[src/rtl/fifo_access_scheduler_if.sv]
// Requester and FIFO-side signal bundle for fifo_access_scheduler.
// The slave side is the scheduler; the master side drives requests and FIFO responses.
interface fifo_access_scheduler_if #(
    parameter int NUM_WR = 4,
    parameter int WIDTH  = 8,
    parameter int DEPTH  = 16
);
    localparam int OCC_W = $clog2(DEPTH + 1);

    logic [NUM_WR-1:0]       wr_req;
    logic [NUM_WR*WIDTH-1:0] wr_data;
    logic [NUM_WR-1:0]       wr_gnt;
    logic                    rd_req;
    logic                    rd_gnt;
    logic [WIDTH-1:0]        rd_data;
    logic                    rd_valid;
    logic                    fifo_en;
    logic                    fifo_mode;
    logic [WIDTH-1:0]        fifo_din;
    logic [WIDTH-1:0]        fifo_dout;
    logic                    fifo_full;
    logic                    fifo_empty;
    logic [OCC_W-1:0]        occupancy;

    modport master (
        output wr_req, wr_data, rd_req, fifo_dout, fifo_full, fifo_empty,
        input  wr_gnt, rd_gnt, rd_data, rd_valid, fifo_en, fifo_mode, fifo_din, occupancy
    );

    modport slave (
        input  wr_req, wr_data, rd_req, fifo_dout, fifo_full, fifo_empty,
        output wr_gnt, rd_gnt, rd_data, rd_valid, fifo_en, fifo_mode, fifo_din, occupancy
    );
endinterface

[src/rtl/fifo_access_scheduler.sv]
// Arbitrates NUM_WR writers (round-robin) and one reader (alternating with writes)
// onto a single-port-style synchronous FIFO, returning read data with a valid pulse.
module fifo_access_scheduler #(
    parameter int NUM_WR = 4,
    parameter int WIDTH  = 8,
    parameter int DEPTH  = 16
) (
    input  logic                  clock,
    input  logic                  rst,
    fifo_access_scheduler_if.slave bus
);
    localparam int PTR_W = (NUM_WR > 1) ? $clog2(NUM_WR) : 1;
    localparam int OCC_W = $clog2(DEPTH + 1);

    typedef enum logic [1:0] {IDLE, WRITE, READ, RD_CAP} state_t;

    state_t            state_reg, state_next;
    logic [PTR_W-1:0]  rr_ptr_reg, rr_ptr_next;
    logic              last_op_rd_reg, last_op_rd_next;
    logic [OCC_W-1:0]  occ_reg, occ_next;
    logic [NUM_WR-1:0] wr_gnt_reg, wr_gnt_next;
    logic [WIDTH-1:0]  din_reg, din_next;
    logic              mode_reg, mode_next;
    logic [WIDTH-1:0]  rd_data_reg, rd_data_next;
    logic              rd_valid_reg, rd_valid_next;

    logic [WIDTH-1:0]  wr_data_arr [NUM_WR];
    logic [NUM_WR-1:0] wr_elig;
    logic              rd_elig;
    logic [PTR_W-1:0]  sel;
    logic              sel_found;
    logic [PTR_W-1:0]  sel_inc;

    generate
        for (genvar gi = 0; gi < NUM_WR; gi++) begin : g_lane
            assign wr_data_arr[gi] = bus.wr_data[gi*WIDTH +: WIDTH];
            assign wr_elig[gi]     = bus.wr_req[gi] & ~bus.fifo_full;
        end
    endgenerate

    assign rd_elig = bus.rd_req & ~bus.fifo_empty;

    // Scan offsets from the farthest down to 0 so the nearest eligible index to rr_ptr wins.
    always_comb begin
        logic [PTR_W:0] sum;
        sel       = '0;
        sel_found = 1'b0;
        sum       = '0;
        for (int k = NUM_WR - 1; k >= 0; k--) begin
            sum = {1'b0, rr_ptr_reg} + (PTR_W+1)'(k);
            if (sum >= (PTR_W+1)'(NUM_WR)) begin
                sum = sum - (PTR_W+1)'(NUM_WR);
            end
            if (wr_elig[sum[PTR_W-1:0]]) begin
                sel       = sum[PTR_W-1:0];
                sel_found = 1'b1;
            end
        end
    end

    always_comb begin
        logic [PTR_W:0] inc;
        inc = {1'b0, sel} + (PTR_W+1)'(1);
        if (inc == (PTR_W+1)'(NUM_WR)) begin
            inc = '0;
        end
        sel_inc = inc[PTR_W-1:0];
    end

    always_comb begin
        state_next      = state_reg;
        rr_ptr_next     = rr_ptr_reg;
        last_op_rd_next = last_op_rd_reg;
        occ_next        = occ_reg;
        wr_gnt_next     = '0;
        din_next        = din_reg;
        mode_next       = mode_reg;
        rd_data_next    = rd_data_reg;
        rd_valid_next   = 1'b0;
        case (state_reg)
            IDLE: begin
                // When both sides are eligible, the side not served last goes first.
                if (sel_found && (!rd_elig || last_op_rd_reg)) begin
                    state_next  = WRITE;
                    wr_gnt_next = NUM_WR'(1) << sel;
                    din_next    = wr_data_arr[sel];
                    mode_next   = 1'b0;
                    rr_ptr_next = sel_inc;
                end else if (rd_elig) begin
                    state_next = READ;
                    mode_next  = 1'b1;
                end
            end
            WRITE: begin
                last_op_rd_next = 1'b0;
                if (occ_reg != OCC_W'(DEPTH)) begin
                    occ_next = occ_reg + OCC_W'(1);
                end
                state_next = IDLE;
            end
            READ: begin
                last_op_rd_next = 1'b1;
                if (occ_reg != '0) begin
                    occ_next = occ_reg - OCC_W'(1);
                end
                state_next = RD_CAP;
            end
            RD_CAP: begin
                rd_data_next  = bus.fifo_dout;
                rd_valid_next = 1'b1;
                state_next    = IDLE;
            end
            default: state_next = IDLE;
        endcase
    end

    always_ff @(posedge clock) begin
        if (!rst) begin
            state_reg      <= IDLE;
            rr_ptr_reg     <= '0;
            last_op_rd_reg <= 1'b1;
            occ_reg        <= '0;
            wr_gnt_reg     <= '0;
            din_reg        <= '0;
            mode_reg       <= 1'b0;
            rd_data_reg    <= '0;
            rd_valid_reg   <= 1'b0;
        end else begin
            state_reg      <= state_next;
            rr_ptr_reg     <= rr_ptr_next;
            last_op_rd_reg <= last_op_rd_next;
            occ_reg        <= occ_next;
            wr_gnt_reg     <= wr_gnt_next;
            din_reg        <= din_next;
            mode_reg       <= mode_next;
            rd_data_reg    <= rd_data_next;
            rd_valid_reg   <= rd_valid_next;
        end
    end

    assign bus.fifo_en   = (state_reg == WRITE) || (state_reg == READ);
    assign bus.fifo_mode = mode_reg;
    assign bus.fifo_din  = din_reg;
    assign bus.wr_gnt    = wr_gnt_reg;
    assign bus.rd_gnt    = (state_reg == READ);
    assign bus.rd_data   = rd_data_reg;
    assign bus.rd_valid  = rd_valid_reg;
    assign bus.occupancy = occ_reg;
endmodule

[src/flat_wrapper.sv]
// flat-port wrapper written by rule: the top's interface ports become plain ports
module fifo_access_scheduler_flat 
#(
    parameter int NUM_WR = 4,
    parameter int WIDTH  = 8,
    parameter int DEPTH  = 16
)
  (clock, rst, bus_wr_req, bus_wr_data, bus_rd_req, bus_fifo_dout, bus_fifo_full, bus_fifo_empty, bus_wr_gnt, bus_rd_gnt, bus_rd_data, bus_rd_valid, bus_fifo_en, bus_fifo_mode, bus_fifo_din, bus_occupancy);
  fifo_access_scheduler_if #(.NUM_WR(NUM_WR), .WIDTH(WIDTH), .DEPTH(DEPTH)) bus_i ();
  input  logic clock;
  input  logic rst;
  input wire logic [$bits(bus_i.wr_req)-1:0] bus_wr_req;
  input wire logic [$bits(bus_i.wr_data)-1:0] bus_wr_data;
  input wire logic [$bits(bus_i.rd_req)-1:0] bus_rd_req;
  input wire logic [$bits(bus_i.fifo_dout)-1:0] bus_fifo_dout;
  input wire logic [$bits(bus_i.fifo_full)-1:0] bus_fifo_full;
  input wire logic [$bits(bus_i.fifo_empty)-1:0] bus_fifo_empty;
  output wire logic [$bits(bus_i.wr_gnt)-1:0] bus_wr_gnt;
  output wire logic [$bits(bus_i.rd_gnt)-1:0] bus_rd_gnt;
  output wire logic [$bits(bus_i.rd_data)-1:0] bus_rd_data;
  output wire logic [$bits(bus_i.rd_valid)-1:0] bus_rd_valid;
  output wire logic [$bits(bus_i.fifo_en)-1:0] bus_fifo_en;
  output wire logic [$bits(bus_i.fifo_mode)-1:0] bus_fifo_mode;
  output wire logic [$bits(bus_i.fifo_din)-1:0] bus_fifo_din;
  output wire logic [$bits(bus_i.occupancy)-1:0] bus_occupancy;
  assign bus_i.wr_req = bus_wr_req;
  assign bus_i.wr_data = bus_wr_data;
  assign bus_i.rd_req = bus_rd_req;
  assign bus_i.fifo_dout = bus_fifo_dout;
  assign bus_i.fifo_full = bus_fifo_full;
  assign bus_i.fifo_empty = bus_fifo_empty;
  assign bus_wr_gnt = bus_i.wr_gnt;
  assign bus_rd_gnt = bus_i.rd_gnt;
  assign bus_rd_data = bus_i.rd_data;
  assign bus_rd_valid = bus_i.rd_valid;
  assign bus_fifo_en = bus_i.fifo_en;
  assign bus_fifo_mode = bus_i.fifo_mode;
  assign bus_fifo_din = bus_i.fifo_din;
  assign bus_occupancy = bus_i.occupancy;
  fifo_access_scheduler #(.NUM_WR(NUM_WR), .WIDTH(WIDTH), .DEPTH(DEPTH)) u_core (.clock(clock), .rst(rst), .bus(bus_i));
endmodule
[config.mk]
export PLATFORM = sky130hd
export DESIGN_NAME = fifo_access_scheduler_flat
export DESIGN_NICKNAME = d
export VERILOG_FILES = /design/src/rtl/fifo_access_scheduler_if.sv /design/src/rtl/fifo_access_scheduler.sv /design/src/flat_wrapper.sv
export SDC_FILE = /design/constraint.sdc
export NUM_CORES = 1
export LEC_CHECK = 0
export CORE_UTILIZATION = 40
export CTS_BUF_LIST = sky130_fd_sc_hd__clkbuf_8
export DETAILED_ROUTE_END_ITERATION = 8
export HOLD_SLACK_MARGIN = 0.1
export PLACE_DENSITY = 0.7
export SETUP_SLACK_MARGIN = 0.05
export SLEW_MARGIN = 20
export SYNTH_ARGS = -nofsm -noshare
export SYNTH_HDL_FRONTEND = slang
export SYNTH_SLANG_ARGS = --single-unit
export TNS_END_PERCENT = 5
[constraint.sdc]
create_clock -name clock -period 2.41 [get_ports clock]
set_clock_uncertainty 0.1 [all_clocks]
set_input_delay 0.241 -clock clock [delete_from_list [all_inputs] [get_ports clock]]
set_output_delay 0.241 -clock clock [all_outputs]
set_load 0.02 [all_outputs]
==> key figures <==
Run status
  • Outcome: complete, no violations

Global route
  • Gr usage total: around 21%
  • First-pass GRT wire length: ~8600 microns
  • Initial antenna violation count: 0
  • Grt ovf: 0
  • Vias in the first global route: between 1,500 and 2,000
  • Largest net degree at the start of global routing: 19

STA
  • RSZ-0062 raised after global routing: yes
  • Worst-Margin Slew: about 0.5 ns
  • Hold WS: roughly 0.39 ns
  • Max Freq: between 0.4 and 0.5 GHz
  • Max Slew Vio Count: 0
  • Slew HR: 66.36%
  • Final worst path period share: between 90% and 100%
  • Fin crit period: about 2.2 ns
  • Final Hold Fails: 0
  • Final setup vio count: 0

Yosys
  • Yosys top cell area share: between 30% and 40%
  • Synth Instances: between 200 and 250
  • Synth Net Count: between 300 and 400
  • Seq/Total Area, Yosys: 30.60%
  • Post-synth EDFFs: 0
  • Top cells by area, synth: dfxtp_1 (31%), mux2i_1 (14%), ha_1 (4.8%), nor2b_1 (4.2%), inv_1 (4.1%)
  • Ys Warns: 0
  • Synth cell types: between 40 and 50
  • Ys async rst share: 0%
  • Synthesized cell area: between 2000 and 2500 sq um
  • Post-synth top flop: dfxtp_1
  • Register bit total from synthesis: 32
  • Most frequent cell after synthesis: dfxtp_1
  • Avg Cell Area, Syn: 8.544 sq um
  • Biggest area consumer among synthesized cells: dfxtp_1
  • Commonest cells in the synthesized netlist: dfxtp_1 (32), mux2i_1 (29), inv_1 (23), nand2_1 (17), nor2b_1 (14)

Setup path
  • Req. time, crit path: 2.48 ns
  • Cell chain of the critical path: clkdlybuf4s50_1, and4bb_1, a31oi_2, nand4_1, a21oi_4, buf_12, mux2i_1, o211ai_2
  • Critical R2R Launch: u_core.state_reg[0]$_SDFFE_PN0P_
  • Buf/Inv on CP: 2
  • CP max-delay cell: clkdlybuf4s50_1
  • CP delay by family, top: buffers and inverters
  • Critical setup path kind: primary input to flop
  • CP endpoint kind: flop
  • CP startpoint kind: primary input
  • R2r setup slk: slightly below 0.2 ns
  • CP peak stage delay: 0.55 ns
  • Critical path fanouts, max: 14
  • Crit path from: bus_wr_req[2]
  • WP data arrival: approximately 2.3 ns

Placed design
  • # port buffers: slightly below 80
  • Cells after DPL: 398
  • RD Place Congestion: approximately 0.79
  • Post-DP HPWL: approximately 4000 microns
  • Post-DP Area: 3074 sq um

Floorplanning
  • Horiz. Die Dim: approximately 74 microns
  • Core area: between 4000 and 5000 sq um
  • # rows: 25
  • Initial core utilization: between 40 and 50%
  • Area of the die: around 5500 sq um
  • Num ports: 78
  • Die height: 74.34 microns

Min path
  • Hold WC Path Type: flop to flop
  • Min-delay src: u_core.bus.fifo_din[6]$_SDFFE_PN0P_

Cells and area
  • Fraction of layout cells with a size suffix above 1: approximately 13%
  • Final Non-Filler Cells: 406
  • Synth-to-Final Area Change: 51.70%
  • # fillers: 430
  • Fin nets: 396
  • Antenna cell count: 0
  • Finished Cell Area: 3176 sq um

Routing
  • Drt total wl: around 5300 microns
  • Routed Antenna Nets: 0
  • Routed via count: 2,070
  • DR WL/cell: about 13 microns
  • Drt drc: 0
  • TritonRoute pass-1 iters: 4
  • Vias/cell: approximately 5
  • 1st-iter DRT viols: 75

Run
  • Max cap viols: 0

Power and ir drop
  • Power after layout: 2.230 mW
  • Max IR drop VDD: between 300 and 400 uV
  • Power Dens Cells: around 700 nW/um^2
  • Pleak: about 1.3 nW

Clock network
  • Hold-fix buffers at CTS: 0
  • CTS Sinks: 32
  • Max clock buf depth: 2
  • H-tree lvl count: 2
  • Clk slew on worst S/H paths: approximately 0.08 ns
  • Clock Tree Root: clkbuf_8
  • TritonCTS buffer count: 5
  • Clock latency on the worst-skew pair: ~0.29 ns
  • TritonCTS clock tree: done
## placed cells by master, fill, tap and decap left out, types with 2 or more instances in the layout
| cell | Yosys | routed |
|---|---|---|
| nand2_1 | 17 | 17 |
| buf_4 | 0 | 20 |
| clkbuf_8 | 0 | 5 |
| nor2b_1 | 14 | 14 |
| a21oi_1 | 5 | 5 |
| mux2_2 | 3 | 3 |
| o21ai_0 | 7 | 7 |
| ha_1 | 8 | 7 |
| clkinvlp_4 | 0 | 2 |
| nand4_1 | 2 | 2 |
| buf_12 | 0 | 2 |
| and3_1 | 2 | 2 |
| nor2_1 | 10 | 10 |
| xor2_1 | 3 | 3 |
| o21ai_1 | 4 | 4 |
| mux2i_1 | 29 | 29 |
| clkdlybuf4s50_1 | 0 | 77 |
| o221ai_1 | 3 | 3 |
| inv_1 | 23 | 23 |
| and2_1 | 6 | 6 |
| o21a_1 | 2 | 2 |
| dfxtp_1 | 32 | 31 |
| a311o_1 | 2 | 2 |
| a31oi_1 | 2 | 2 |
| o211ai_2 | 2 | 2 |
| nand2b_1 | 3 | 3 |
| nand3_1 | 5 | 5 |
| or2_2 | 2 | 2 |
| a211oi_1 | 5 | 5 |
| o211ai_1 | 6 | 6 |
| a32oi_1 | 3 | 3 |
| nor3_1 | 13 | 12 |
## worst reg2reg max path, delay by kind of cell (launching register included)
kind	cells	cell delay, ns
DFF	1	0.35
xor gates and xnor gates	1	0.16
AOI/OAI and AO/OA	1	0.11
buffers and inverters	2	0.21
adders and majority gates	2	0.63
and+or+nand+nor	4	0.60
## cell type report
class                      instances  area, sq um  area share [%]
multi-input combinational        177         1310           41.25
sequential                        32        641.9           20.21
clock inverter                     3        23.77          0.7486
tap                               67        83.83           2.640
timing repair buffer              99        960.9           30.26
clock buffer                       5        68.82           2.167
inverter                          23        86.33           2.719
## timing repair
| item | 4_1_cts | 5_1_grt |
|---|---|---|
| setup endpoints to repair | 0 | 11 |
| buffers inserted | 0 | 0 |
| gates resized for setup | 0 | 3 |
## routing by layer
metal  GRT usage (%)  vias to the layer above  part of all wire, %
met5               0                        -                    0
met4           6.918                        0                  1.3
met3           6.369                        6                  6.9
met2           32.63                       64                   46
met1           26.79                      941                   46
li1                -                     1059                    -
## final timing paths
kind                                          end  depth (start not counted)
max reg2reg  u_core.bus.occupancy[4]$_SDFFE_PN0P_                         10
min reg2reg   u_core.bus.fifo_din[6]$_SDFFE_PN0P_                          2
min           u_core.bus.fifo_din[6]$_SDFFE_PN0P_                          2
max           u_core.bus.fifo_din[3]$_SDFFE_PN0P_                          8
## metrics by stage
stage	setup TNS [ns]	util, %	setup slack [ns]
final	0	65.08	0.1963
after global routing	0	65.08	0.03870
after CTS	0	64.90	0.08831
after detailed placement	-0.5783	63.00	-0.1098
after global placement	-0.2060	63.00	-0.06063
after floorplan	0	-	0.08945
## power by group
| part | total [mW] | switching (mW) | leakage, nW | internal (mW) |
|---|---|---|---|---|
| Clock | 0.434 | 0.230 | 0.0404 | 0.204 |
| Combinational | 1.09 | 0.521 | 0.949 | 0.574 |
| Sequential | 0.700 | 0.0812 | 0.261 | 0.619 |
## cells by family (layout without fill, tap and decap cells)
kind of cell / Yosys count / count (layout) / share of synthesized area [%]
adders and majority gates: 9 / 9 / 5.738
and+or+nand+nor: 83 / 83 / 21.52
buffers and inverters: 36 / 130 / 7.173
xor gates and xnor gates: 4 / 4 / 1.674
DFF: 32 / 32 / 30.60
AOI/OAI and AO/OA: 49 / 49 / 17.81
muxes: 32 / 32 / 15.48
Note: power is estimated with default switching activity, not from simulation.
